==> src/rtl/dma_rd_channel_pkg.sv <==
// rtl/dma_rd_channel_pkg.sv - shared constants and state encoding for the DMA read channel
package dma_rd_channel_pkg;

  localparam logic [2:0] MIG_WR = 3'b000;
  localparam logic [2:0] MIG_RD = 3'b001;

  localparam int DEFAULT_BURST_LEN = 16;

  typedef enum logic [1:0] {
    IDLE  = 2'd0,
    CMD   = 2'd1,
    READ  = 2'd2,
    DRAIN = 2'd3
  } chan_state_t;

endpackage

==> src/rtl/dma_rd_channel_if.sv <==
// rtl/dma_rd_channel_if.sv - engine stream and MIG read-port signals of one DMA read channel
interface dma_rd_channel_if #(
  parameter int ADDR_W = 30,
  parameter int DQ_W   = 32
);

  logic              reads_en;
  logic [ADDR_W-1:0] addr;
  logic [15:0]       ob_data;
  logic              ob_we;
  logic              busy;
  logic              done;
  logic              cmd_en;
  logic [2:0]        cmd_instr;
  logic [5:0]        cmd_bl;
  logic [ADDR_W-1:0] cmd_byte_addr;
  logic              cmd_full;
  logic              rd_en;
  logic [DQ_W-1:0]   rd_data;
  logic              rd_empty;

  modport master (
    input  reads_en, addr, cmd_full, rd_data, rd_empty,
    output ob_data, ob_we, busy, done, cmd_en, cmd_instr, cmd_bl, cmd_byte_addr, rd_en
  );

  modport slave (
    output reads_en, addr, cmd_full, rd_data, rd_empty,
    input  ob_data, ob_we, busy, done, cmd_en, cmd_instr, cmd_bl, cmd_byte_addr, rd_en
  );

endinterface

==> src/rtl/dma_rd_channel_word_splitter.sv <==
// rtl/dma_rd_channel_word_splitter.sv - splits a 32-bit FIFO word into two 16-bit beats, low half first
module dma_rd_channel_word_splitter #(
  parameter int DQ_W = 32
) (
  input  logic            clk,
  input  logic            rst_n,
  input  logic            load,
  input  logic            flush,
  input  logic [DQ_W-1:0] din,
  output logic [15:0]     dout,
  output logic            dvalid,
  output logic            pending
);

  logic [15:0] hi_q;

  // flush wins over load so an aborted pop never reaches the engine
  always_ff @(posedge clk or negedge rst_n) begin
    if (!rst_n) begin
      dout    <= '0;
      hi_q    <= '0;
      dvalid  <= 1'b0;
      pending <= 1'b0;
    end else if (flush) begin
      dvalid  <= 1'b0;
      pending <= 1'b0;
    end else if (load) begin
      dout    <= din[15:0];
      hi_q    <= din[DQ_W-1:16];
      dvalid  <= 1'b1;
      pending <= 1'b1;
    end else if (pending) begin
      dout    <= hi_q;
      dvalid  <= 1'b1;
      pending <= 1'b0;
    end else begin
      dvalid  <= 1'b0;
    end
  end

endmodule

==> src/rtl/dma_rd_channel.sv <==
// rtl/dma_rd_channel.sv - issues one MIG burst read per request and streams it to an engine as 16-bit words
module dma_rd_channel
  import dma_rd_channel_pkg::*;
#(
  parameter int BURST_LEN = DEFAULT_BURST_LEN,
  parameter int ADDR_W    = 30,
  parameter int DQ_W      = 32
) (
  input logic              clk,
  input logic              rst_n,
  dma_rd_channel_if.master bus
);

  localparam logic [7:0] HALF      = 8'(BURST_LEN / 2);
  localparam logic [7:0] HALF_M1   = 8'(BURST_LEN / 2 - 1);
  localparam logic [7:0] LAST_WORD = 8'(BURST_LEN - 1);
  localparam logic [5:0] BL_FIELD  = 6'(BURST_LEN / 2 - 1);

  chan_state_t       state, state_nxt;
  logic              armed;
  logic [7:0]        pops;
  logic [7:0]        words;
  logic              busy_q;
  logic              done_q;
  logic [ADDR_W-1:0] addr_q;

  logic              start;
  logic              flush;
  logic              emit;
  logic              last_emit;
  logic              drain_end;
  logic              cmd_abort;
  logic              pending;
  logic              split_we;
  logic [15:0]       split_data;

  logic              cmd_en_c;
  logic [2:0]        cmd_instr_c;
  logic [5:0]        cmd_bl_c;
  logic              rd_en_c;

  // armed keeps a held-high reads_en from retriggering after a burst
  assign start     = (state == IDLE) && bus.reads_en && armed;
  assign cmd_abort = (state == CMD) && !bus.reads_en;
  assign flush     = !((state == READ) && bus.reads_en);
  assign emit      = !flush && (rd_en_c || pending);
  assign last_emit = emit && (words == LAST_WORD);
  assign drain_end = (state == DRAIN) && ((pops == HALF) || (rd_en_c && (pops == HALF_M1)));

  always_ff @(posedge clk or negedge rst_n) begin
    if (!rst_n) state <= IDLE;
    else        state <= state_nxt;
  end

  always_comb begin
    state_nxt = state;
    case (state)
      IDLE:  if (start) state_nxt = CMD;
      CMD: begin
        if (!bus.reads_en)     state_nxt = IDLE;
        else if (!bus.cmd_full) state_nxt = READ;
      end
      READ: begin
        if (done_q)            state_nxt = IDLE;
        else if (!bus.reads_en) state_nxt = DRAIN;
      end
      DRAIN: if (drain_end) state_nxt = IDLE;
      default: state_nxt = IDLE;
    endcase
  end

  always_comb begin
    cmd_en_c    = 1'b0;
    cmd_instr_c = '0;
    cmd_bl_c    = '0;
    rd_en_c     = 1'b0;
    case (state)
      CMD: begin
        if (bus.reads_en && !bus.cmd_full) begin
          cmd_en_c    = 1'b1;
          cmd_instr_c = MIG_RD;
          cmd_bl_c    = BL_FIELD;
        end
      end
      READ:  rd_en_c = !bus.rd_empty && bus.reads_en && !pending && (pops != HALF);
      // drain only what was commanded, so the MIG FIFO is left empty for the next burst
      DRAIN: rd_en_c = !bus.rd_empty && (pops != HALF);
      default: ;
    endcase
  end

  always_ff @(posedge clk or negedge rst_n) begin
    if (!rst_n) begin
      armed  <= 1'b1;
      pops   <= '0;
      words  <= '0;
      busy_q <= 1'b0;
      done_q <= 1'b0;
      addr_q <= '0;
    end else begin
      if (!bus.reads_en) armed <= 1'b1;
      else if (start)    armed <= 1'b0;

      if (start) begin
        pops   <= '0;
        words  <= '0;
        addr_q <= {bus.addr[ADDR_W-1:2], 2'b00};
      end else begin
        if (rd_en_c) pops  <= pops + 8'd1;
        if (emit)    words <= words + 8'd1;
      end

      done_q <= last_emit;

      if (start)                                     busy_q <= 1'b1;
      else if (last_emit || cmd_abort || drain_end)  busy_q <= 1'b0;
    end
  end

  dma_rd_channel_word_splitter #(.DQ_W(DQ_W)) u_splitter (
    .clk     (clk),
    .rst_n   (rst_n),
    .load    (rd_en_c),
    .flush   (flush),
    .din     (bus.rd_data),
    .dout    (split_data),
    .dvalid  (split_we),
    .pending (pending)
  );

  assign bus.ob_data       = split_data;
  assign bus.ob_we         = split_we;
  assign bus.busy          = busy_q;
  assign bus.done          = done_q;
  assign bus.cmd_en        = cmd_en_c;
  assign bus.cmd_instr     = cmd_instr_c;
  assign bus.cmd_bl        = cmd_bl_c;
  assign bus.cmd_byte_addr = addr_q;
  assign bus.rd_en         = rd_en_c;

endmodule

==> src/flat_wrapper.sv <==
// flat-port wrapper written by rule: the top's interface ports become plain ports
module dma_rd_channel_flat import dma_rd_channel_pkg::*;
#(
  parameter int BURST_LEN = DEFAULT_BURST_LEN,
  parameter int ADDR_W    = 30,
  parameter int DQ_W      = 32
)
  (clk, rst_n, bus_reads_en, bus_addr, bus_cmd_full, bus_rd_data, bus_rd_empty, bus_ob_data, bus_ob_we, bus_busy, bus_done, bus_cmd_en, bus_cmd_instr, bus_cmd_bl, bus_cmd_byte_addr, bus_rd_en);
  dma_rd_channel_if #(.ADDR_W(ADDR_W), .DQ_W(DQ_W)) bus_i ();
  input logic clk;
  input logic rst_n;
  input wire logic [$bits(bus_i.reads_en)-1:0] bus_reads_en;
  input wire logic [$bits(bus_i.addr)-1:0] bus_addr;
  input wire logic [$bits(bus_i.cmd_full)-1:0] bus_cmd_full;
  input wire logic [$bits(bus_i.rd_data)-1:0] bus_rd_data;
  input wire logic [$bits(bus_i.rd_empty)-1:0] bus_rd_empty;
  output wire logic [$bits(bus_i.ob_data)-1:0] bus_ob_data;
  output wire logic [$bits(bus_i.ob_we)-1:0] bus_ob_we;
  output wire logic [$bits(bus_i.busy)-1:0] bus_busy;
  output wire logic [$bits(bus_i.done)-1:0] bus_done;
  output wire logic [$bits(bus_i.cmd_en)-1:0] bus_cmd_en;
  output wire logic [$bits(bus_i.cmd_instr)-1:0] bus_cmd_instr;
  output wire logic [$bits(bus_i.cmd_bl)-1:0] bus_cmd_bl;
  output wire logic [$bits(bus_i.cmd_byte_addr)-1:0] bus_cmd_byte_addr;
  output wire logic [$bits(bus_i.rd_en)-1:0] bus_rd_en;
  assign bus_i.reads_en = bus_reads_en;
  assign bus_i.addr = bus_addr;
  assign bus_i.cmd_full = bus_cmd_full;
  assign bus_i.rd_data = bus_rd_data;
  assign bus_i.rd_empty = bus_rd_empty;
  assign bus_ob_data = bus_i.ob_data;
  assign bus_ob_we = bus_i.ob_we;
  assign bus_busy = bus_i.busy;
  assign bus_done = bus_i.done;
  assign bus_cmd_en = bus_i.cmd_en;
  assign bus_cmd_instr = bus_i.cmd_instr;
  assign bus_cmd_bl = bus_i.cmd_bl;
  assign bus_cmd_byte_addr = bus_i.cmd_byte_addr;
  assign bus_rd_en = bus_i.rd_en;
  dma_rd_channel #(.BURST_LEN(BURST_LEN), .ADDR_W(ADDR_W), .DQ_W(DQ_W)) u_core (.clk(clk), .rst_n(rst_n), .bus(bus_i));
endmodule
==> config.mk <==
export PLATFORM = sky130hd
export DESIGN_NAME = dma_rd_channel_flat
export DESIGN_NICKNAME = d
export VERILOG_FILES = /design/src/rtl/dma_rd_channel_pkg.sv /design/src/rtl/dma_rd_channel_if.sv /design/src/rtl/dma_rd_channel_word_splitter.sv /design/src/rtl/dma_rd_channel.sv /design/src/flat_wrapper.sv
export SDC_FILE = /design/constraint.sdc
export NUM_CORES = 1
export LEC_CHECK = 0
export BUFFER_PORTS_ARGS = -buffer_cell sky130_fd_sc_hd__buf_4
export CAP_MARGIN = 20
export CORE_ASPECT_RATIO = 1.4
export CORE_MARGIN = 5
export CORE_UTILIZATION = 40
export CTS_CLUSTER_SIZE = 28
export DETAILED_ROUTE_END_ITERATION = 7
export GPL_ROUTABILITY_DRIVEN = 0
export PLACE_DENSITY = 0.67
export SLEW_MARGIN = 40
export SYNTH_ARGS = -nofsm -noshare
export SYNTH_HDL_FRONTEND = slang
export SYNTH_SLANG_ARGS = --single-unit
==> constraint.sdc <==
create_clock -name clk -period 1.9 [get_ports clk]
set_input_delay 0.19 -clock clk [delete_from_list [all_inputs] [get_ports clk]]
set_output_delay 0.19 -clock clk [all_outputs]
set_load 0.05 [all_outputs]
==> results.py, run 1 <==
metrics = {
    "min_path": {
        "hold_depth": 2,
        "min_from": "bus_addr[15]",
        "holdCritPathClass": "in2reg",
        "worst_hold_path.endpoint": "u_core.bus.cmd_byte_addr[15]",
    },
    "detailed_routing": {
        "wl_um": 9770,
        "wl_per_cell_um": 17.3,
        "vias": 2863,
        "drtPass1Iterations": 4,
        "drtAntennaViolNets": 0,
        "viasPerCell": 5.06,
        "drt_iter0_drc": 88,
        "route.detailed.drc": 0,
    },
    "sta": {
        "clock_skew_ns": 0.00895,
        "worst_pin_slew_ns": 0.569,
        "maxSlewHeadroom": 0.621,
        "post-route-period-util": 1.08,
        "rsz0062_at_grt": "true",
        "hold_violations": 0,
        "max_clock_freq_mhz": 488,
        "setup-tns-final_ns": -3.09,
        "period_needed_ns": 2.05,
        "holdWs_ns": 0.0671,
        "setup_ws_ns": -0.151,
        "drv_slew": 0,
        "setup_viol": 39,
    },
    "floorplanning": {
        "fp.coreArea_um2": 9080,
        "dieArea_um2": 11400,
        "dieHeight_um": 124,
        "die_w_um": 91.6,
        "start_util": 0.411,
        "io_pins": 127,
        "rows": 41,
    },
    "synth": {
        "synth.area.top_cells": "dfrtp_1 55%, mux2_1 11%, mux2i_1 4.8%, mux2_4 3.6%, nor2_1 3.3%",
        "syn_area_um2": 3730,
        "yosysMostFrequentCell": "dfrtp_1",
        "yosys_warnings": 0,
        "synth_area_per_cell_um2": 12.4,
        "yosysSeqAreaShare": 0.557,
        "synth_top_cells_by_count": "82 x dfrtp_1, 35 x mux2_1, 33 x nor2_1, 23 x a21oi_1, 18 x mux2i_1",
        "synthCells": 301,
        "yosysTopAreaCellShare": 0.550,
        "synth-seq-cells": 83,
        "synth_edf_count": 0,
        "synth_ff_type": "dfrtp_1",
        "async_flop_share": 1.00,
        "synthDistinctLibCells": 42,
        "yosys.area.top_type": "dfrtp_1",
    },
    "global_route": {
        "grt_max_degree": 44,
        "antenna_found_initial": 0,
        "track_usage": 0.159,
        "grtUsageMet3": 0.0514,
        "grt_pass1_wl_um": 14700,
        "use_met2": 0.263,
        "grt-busiest-layer": "met2",
        "grt-ovfl-total": 0,
        "grt.met1_usage": 0.188,
        "grt_pass1_vias": 2916,
    },
    "critical_path": {
        "rrSetupSlack_ns": -0.15,
        "reg2regPathDepth": 6,
        "worstSetupPathType": "reg2reg",
        "r2r-start": "u_core.pops[7]",
        "timing.rr.end": "u_core.u_splitter.dout[10]",
        "worstPathRequired_ns": 2.12,
        "crit_arrival_ns": 2.27,
        "start_kind": "flip-flop",
        "end_kind": "flip-flop",
        "crit_fanout": 7,
    },
    "power": {
        "p_comb_frac": 0.510,
        "pwr_density_cell_nw_per_um2": 1720,
        "p_leak_nw": 2.72,
        "seqPwrFrac": 0.298,
        "clockPowerShare": 0.192,
        "switchingPower_mw": 4.23,
        "ir_worst_vdd_mv": 1.13,
        "internal_power_mw": 5.57,
        "switching_share": 0.432,
    },
    "clock_network": {
        "cts_buffers": 9,
        "clkTransAtPathRegs_ns": 0.06,
        "cts_tree": "done",
        "cts.sinks": 83,
        "clk_latency_ns": 0.34,
        "htreeDepth": 3,
        "root_buffer": "clkbuf_16",
        "cts.path.max_buffers": 2,
    },
    "finish": {
        "instances_no_fill": 566,
        "n_antenna_cell": 0,
        "final_util": 0.629,
        "synthToLayoutAreaGrowth_pct": 53.1,
        "nets": 524,
        "drive_gt1_frac": 0.505,
    },
    "outcome": {
        "run_status": "finished with violations",
        "violations": "setup timing",
    },
    "run": {
        "maxCapViolations": 0,
    },
    "placement": {
        "dp_hpwl_um": 6190,
        "port_buffers": 117,
        "dp_slack_ns": -0.205,
        "dp.cells": 534,
    },
}
## kinds of logic after synthesis
group / share of synthesized area
AOI/OAI and AO/OA: 0.0567
xor gates and xnor gates: 0.0258
adders and majority gates: 0.0101
buffers and inverters: 0.0543
DFF: 0.557
muxes: 0.190
other: 0.00101
and+or+nand+nor: 0.105
## state kept, by name (all words and copies together), names as in the netlist
| name | count |
|---|---|
| u_core.bus.cmd_byte_addr | 28 |
| u_core.words | 8 |
| u_core.state | 2 |
| u_core.bus.busy | 1 |
| u_core.pops | 8 |
| u_core.u_splitter.pending | 1 |
| u_core.armed | 1 |
| u_core.bus.done | 1 |
| u_core.u_splitter.hi_q | 16 |
| u_core.u_splitter.dvalid | 1 |
| u_core.u_splitter.dout | 16 |
## layout make-up
| cell class | instances | area (µm²) |
|---|---|---|
| Clock buffer | 10 | 239 |
| Clock inverter | 6 | 87.6 |
| Fill cell | 689 | 3370 |
| Inverter | 7 | 28.8 |
| Multi-Input combinational cell | 193 | 1710 |
| Sequential cell | 83 | 2080 |
| Tap cell | 107 | 134 |
| Timing Repair Buffer | 160 | 1440 |
## power by group through the flow
stage,sequential [mW],combinational [mW],clock (mW)
after floorplan,4.59,1.33,0
after CTS,2.89,4.63,1.92
final,2.92,5.00,1.89
after global placement,2.89,4.37,0
after global routing,3.02,5.26,2.00
after detailed placement,2.90,4.45,0
## cells in the final DEF (no fill, tap or decap), drive strengths merged, types with 2 or more instances in the layout
cell	count
ha	3
nand2	13
nor4	5
dfrtp	82
xnor2	9
buf	156
or3	2
nand3	2
mux2i	18
conb	7
clkinv	3
a21oi	23
inv	8
o21ai	4
nor2b	3
nand2b	2
nor3	3
bufinv	2
o221ai	2
clkbuf	13
nor2	35
xor2	2
nand4	4
mux2	44
or4	2
## worst max-delay path by stage
| stage | from | to | slack [ns] | cells after the start |
|---|---|---|---|---|
| finish | u_core.pops[7] | u_core.u_splitter.dout[10] | -0.15 | 6 |
| global route | u_core.pops[0] | u_core.words[3] | -0.27 | 10 |
| CTS | u_core.pops[5] | u_core.u_splitter.dout[1] | -0.18 | 7 |
| detailed placement | u_core.pops[0] | u_core.u_splitter.hi_q[1] | -0.20 | 7 |
| global placement | u_core.pops[0] | u_core.u_splitter.hi_q[3] | -0.24 | 6 |
| floorplan | u_core.pops[5] | u_core.u_splitter.hi_q[10] | 0.02 | 5 |
## per-layer routing
layer	vias up	wire length, µm
met3	17	750
met4	0	230
met5	-	0
met2	122	4890
met1	1385	3900
li1	1339	-
## worst max-delay path: stages, from the launching register on
cell and delay (ns):
dfrtp_1 0.38, or4_4 0.58, o221ai_4 0.24, buf_12 0.15
buf_4 0.20, mux2i_4 0.30, a21oi_4 0.08
## repair_timing
item                                    in CTS  in global routing
endpoints found under the hold margin       41                  0
pin swaps                                    7                 13
setup buffers                                6                  4
hold buffers                                 1                  0
endpoints found under the setup margin      35                 51
resized for setup                           10                 66
cloned                                       3                  4
## metrics by stage
| step | power (mW) | cell area, µm² |
|---|---|---|
| after CTS | 9.44 | 5350 |
| after detailed placement | 7.36 | 4840 |
| after global routing | 10.3 | 5710 |
| final | 9.80 | 5710 |
| after global placement | 7.26 | 4830 |
| after floorplan | 5.92 | 3750 |
Note: power is estimated with default switching activity, not from simulation.
==> run 2, diff against run 1 <==
==> constraint.sdc (replaced) <==
create_clock -name clk -period 1.9 [get_ports clk]
set_input_delay 0.19 -clock clk [delete_from_list [all_inputs] [get_ports clk]]
set_output_delay 0.19 -clock clk [all_outputs]
set_load 0.02 [all_outputs]
==> run 2 against run 1 <==
  * The flow still finishes with violations (setup timing)
  * Flip-flop and latch count is the same
  * Clock skew fell by 0.0023 ns
  * Sequential power hardly changed
  * Combinational power fell by 32%
  * Wire length is 14% lower
  * Critical path depth down 1
  * Die area is the same
  * Hold slack gained 0.0014 ns
  * Global-route usage is 0.68 points lower
  * Register-to-register slack improved by 0.10 ns
  * Via count down 2.7%
  * Largest power group unchanged
==> results.py, run 2 (same netlist as run 1, synthesis figures left out) <==
metrics = {
    "finish": {
        "nets": 522,
        "final_cell_mix": "144 x buf_4, 81 x dfrtp_1, 35 x mux2_1",
        "final_common_cell": "buf_4",
        "n_antenna_cell": 0,
        "largest_reg_flops": 28,
        "drive_gt1_frac": 0.442,
        "synthToLayoutAreaGrowth_pct": 45.2,
        "instances_no_fill": 564,
        "n_fill_cell": 782,
    },
    "floorplanning": {
        "die_w_um": 91.6,
        "start_util": 0.411,
        "fp.coreArea_um2": 9080,
        "dieArea_um2": 11400,
        "io_pins": 127,
        "dieHeight_um": 124,
        "rows": 41,
    },
    "run": {
        "maxCapViolations": 0,
    },
    "global_route": {
        "grt_max_degree": 32,
        "antenna_found_initial": 0,
        "track_usage": 0.153,
        "grt_pass1_vias": 2870,
        "grt-ovfl-total": 0,
        "grt_pass1_wl_um": 14000,
    },
    "power": {
        "switchingPower_mw": 2.79,
        "finalPower_mw": 8.04,
        "clockPowerShare": 0.217,
        "ir_worst_vdd_mv": 0.755,
        "p_comb_frac": 0.423,
        "internal_power_mw": 5.25,
        "switching_share": 0.347,
        "p_leak_nw": 2.66,
        "seqPwrFrac": 0.360,
        "pwr_density_cell_nw_per_um2": 1490,
    },
    "detailed_routing": {
        "drt_iter0_drc": 104,
        "wl_um": 8430,
        "drtAntennaViolNets": 0,
        "drtPass1Iterations": 5,
        "viasPerCell": 4.94,
        "vias": 2786,
        "route.detailed.drc": 0,
        "wl_per_cell_um": 14.9,
    },
    "clock_network": {
        "htreeDepth": 3,
        "cts_tree": "done",
        "cts.path.max_buffers": 2,
        "cts_buffers": 9,
        "root_buffer": "clkbuf_16",
        "cts.sinks": 83,
        "clkTransAtPathRegs_ns": 0.06,
        "clk_latency_ns": 0.34,
    },
    "sta": {
        "setup_viol": 26,
        "period_needed_ns": 1.99,
        "setup_ws_ns": -0.0939,
        "post-route-period-util": 1.05,
        "clock_skew_ns": 0.00660,
        "max_clock_freq_mhz": 502,
        "hold_violations": 0,
        "rsz0062_at_grt": "true",
        "drv_slew": 0,
    },
    "critical_path": {
        "crit_fanout": 3,
        "timing.rr.end": "u_core.u_splitter.hi_q[15]",
        "crit_end": "bus_rd_en",
        "worstPathRequired_ns": 1.71,
        "start_kind": "flip-flop",
        "worstSetupPathType": "reg2out",
        "crit_path_start": "u_core.pops[7]",
        "end_kind": "output pin",
        "reg2regPathDepth": 6,
        "rrSetupSlack_ns": -0.05,
        "r2r-start": "u_core.pops[7]",
        "crit_arrival_ns": 1.80,
    },
    "placement": {
        "port_buffers": 117,
        "dp_hpwl_um": 6130,
        "dp.cells": 536,
    },
    "min_path": {
        "holdCritPathClass": "in2reg",
    },
    "outcome": {
        "run_status": "finished with violations",
        "violations": "setup timing",
    },
}
-- run 2: area by class of cell --
cell class                 count  area (µm²)  area share
sequential                    83        2080       0.384
tap                          107         134      0.0247
clock inverter                 6        65.1      0.0120
clock buffer                  10         239      0.0441
inverter                       7        28.8     0.00531
timing repair buffer         158        1330       0.245
multi-input combinational    193        1540       0.285
-- run 2: worst max-delay path: stages, from the launching register on --
cell and delay, ns:
dfrtp_1 0.38, or4_4 0.58, o221ai_4 0.21, buf_12 0.15, inv_4 0.03, buf_6 0.12
-- run 2: worst min-delay path by stage --
stage,start,to,slack (ns),depth (start not counted)
after floorplan,rst_n,u_core.bus.busy,-0.11,0
after global placement,rst_n,u_core.u_splitter.dvalid,0.15,1
after detailed placement,rst_n,u_core.u_splitter.dvalid,0.16,1
after CTS,bus_addr[4],u_core.bus.cmd_byte_addr[4],0.06,2
after global routing,bus_rd_data[20],u_core.u_splitter.hi_q[4],0.05,2
final,bus_rd_data[20],u_core.u_splitter.hi_q[4],0.07,2
-- run 2: metrics by stage --
stage                     hold WS, ns  utilization  setup WS (ns)  instance area [µm²]  TNS (ns)
after global routing           0.0532        0.596         -0.156                 5420     -2.84
after floorplan                -0.106            -         0.0245                 3750         0
after global placement          0.149        0.535         -0.262                 4850     -5.32
after detailed placement        0.160        0.536         -0.138                 4870     -3.07
after CTS                      0.0569        0.581         -0.110                 5270     -2.43
final                          0.0685        0.596        -0.0939                 5420    -0.851
-- run 2: repair_timing --
action                     4_1_cts  5_1_grt
hold endpoints to repair        28        0
buffers inserted                 5        6
pin swaps                        3        7
hold buffers                     1        0
cloned                           1        1
gates resized for setup          6       22
setup endpoints to repair       34       46
-- run 2: routing by layer --
layer / vias up / global-route usage / share of wire / routed length, µm
met5: - / 0 / 0 / 0
met4: 0 / 0.0595 / 0.020 / 166
met3: 16 / 0.0544 / 0.084 / 706
met2: 101 / 0.250 / 0.49 / 4160
met1: 1335 / 0.182 / 0.40 / 3400
li1: 1334 / - / - / -
-- run 2: power by group through the flow --
| stage | Sequential [mW] | Combinational, mW | Clock [mW] |
|---|---|---|---|
| after floorplan | 3.45 | 1.27 | 0 |
| after global placement | 2.87 | 3.15 | 0 |
| after detailed placement | 2.90 | 3.23 | 0 |
| after CTS | 2.90 | 3.32 | 1.80 |
| after global routing | 2.99 | 3.67 | 1.89 |
| final | 2.90 | 3.40 | 1.75 |
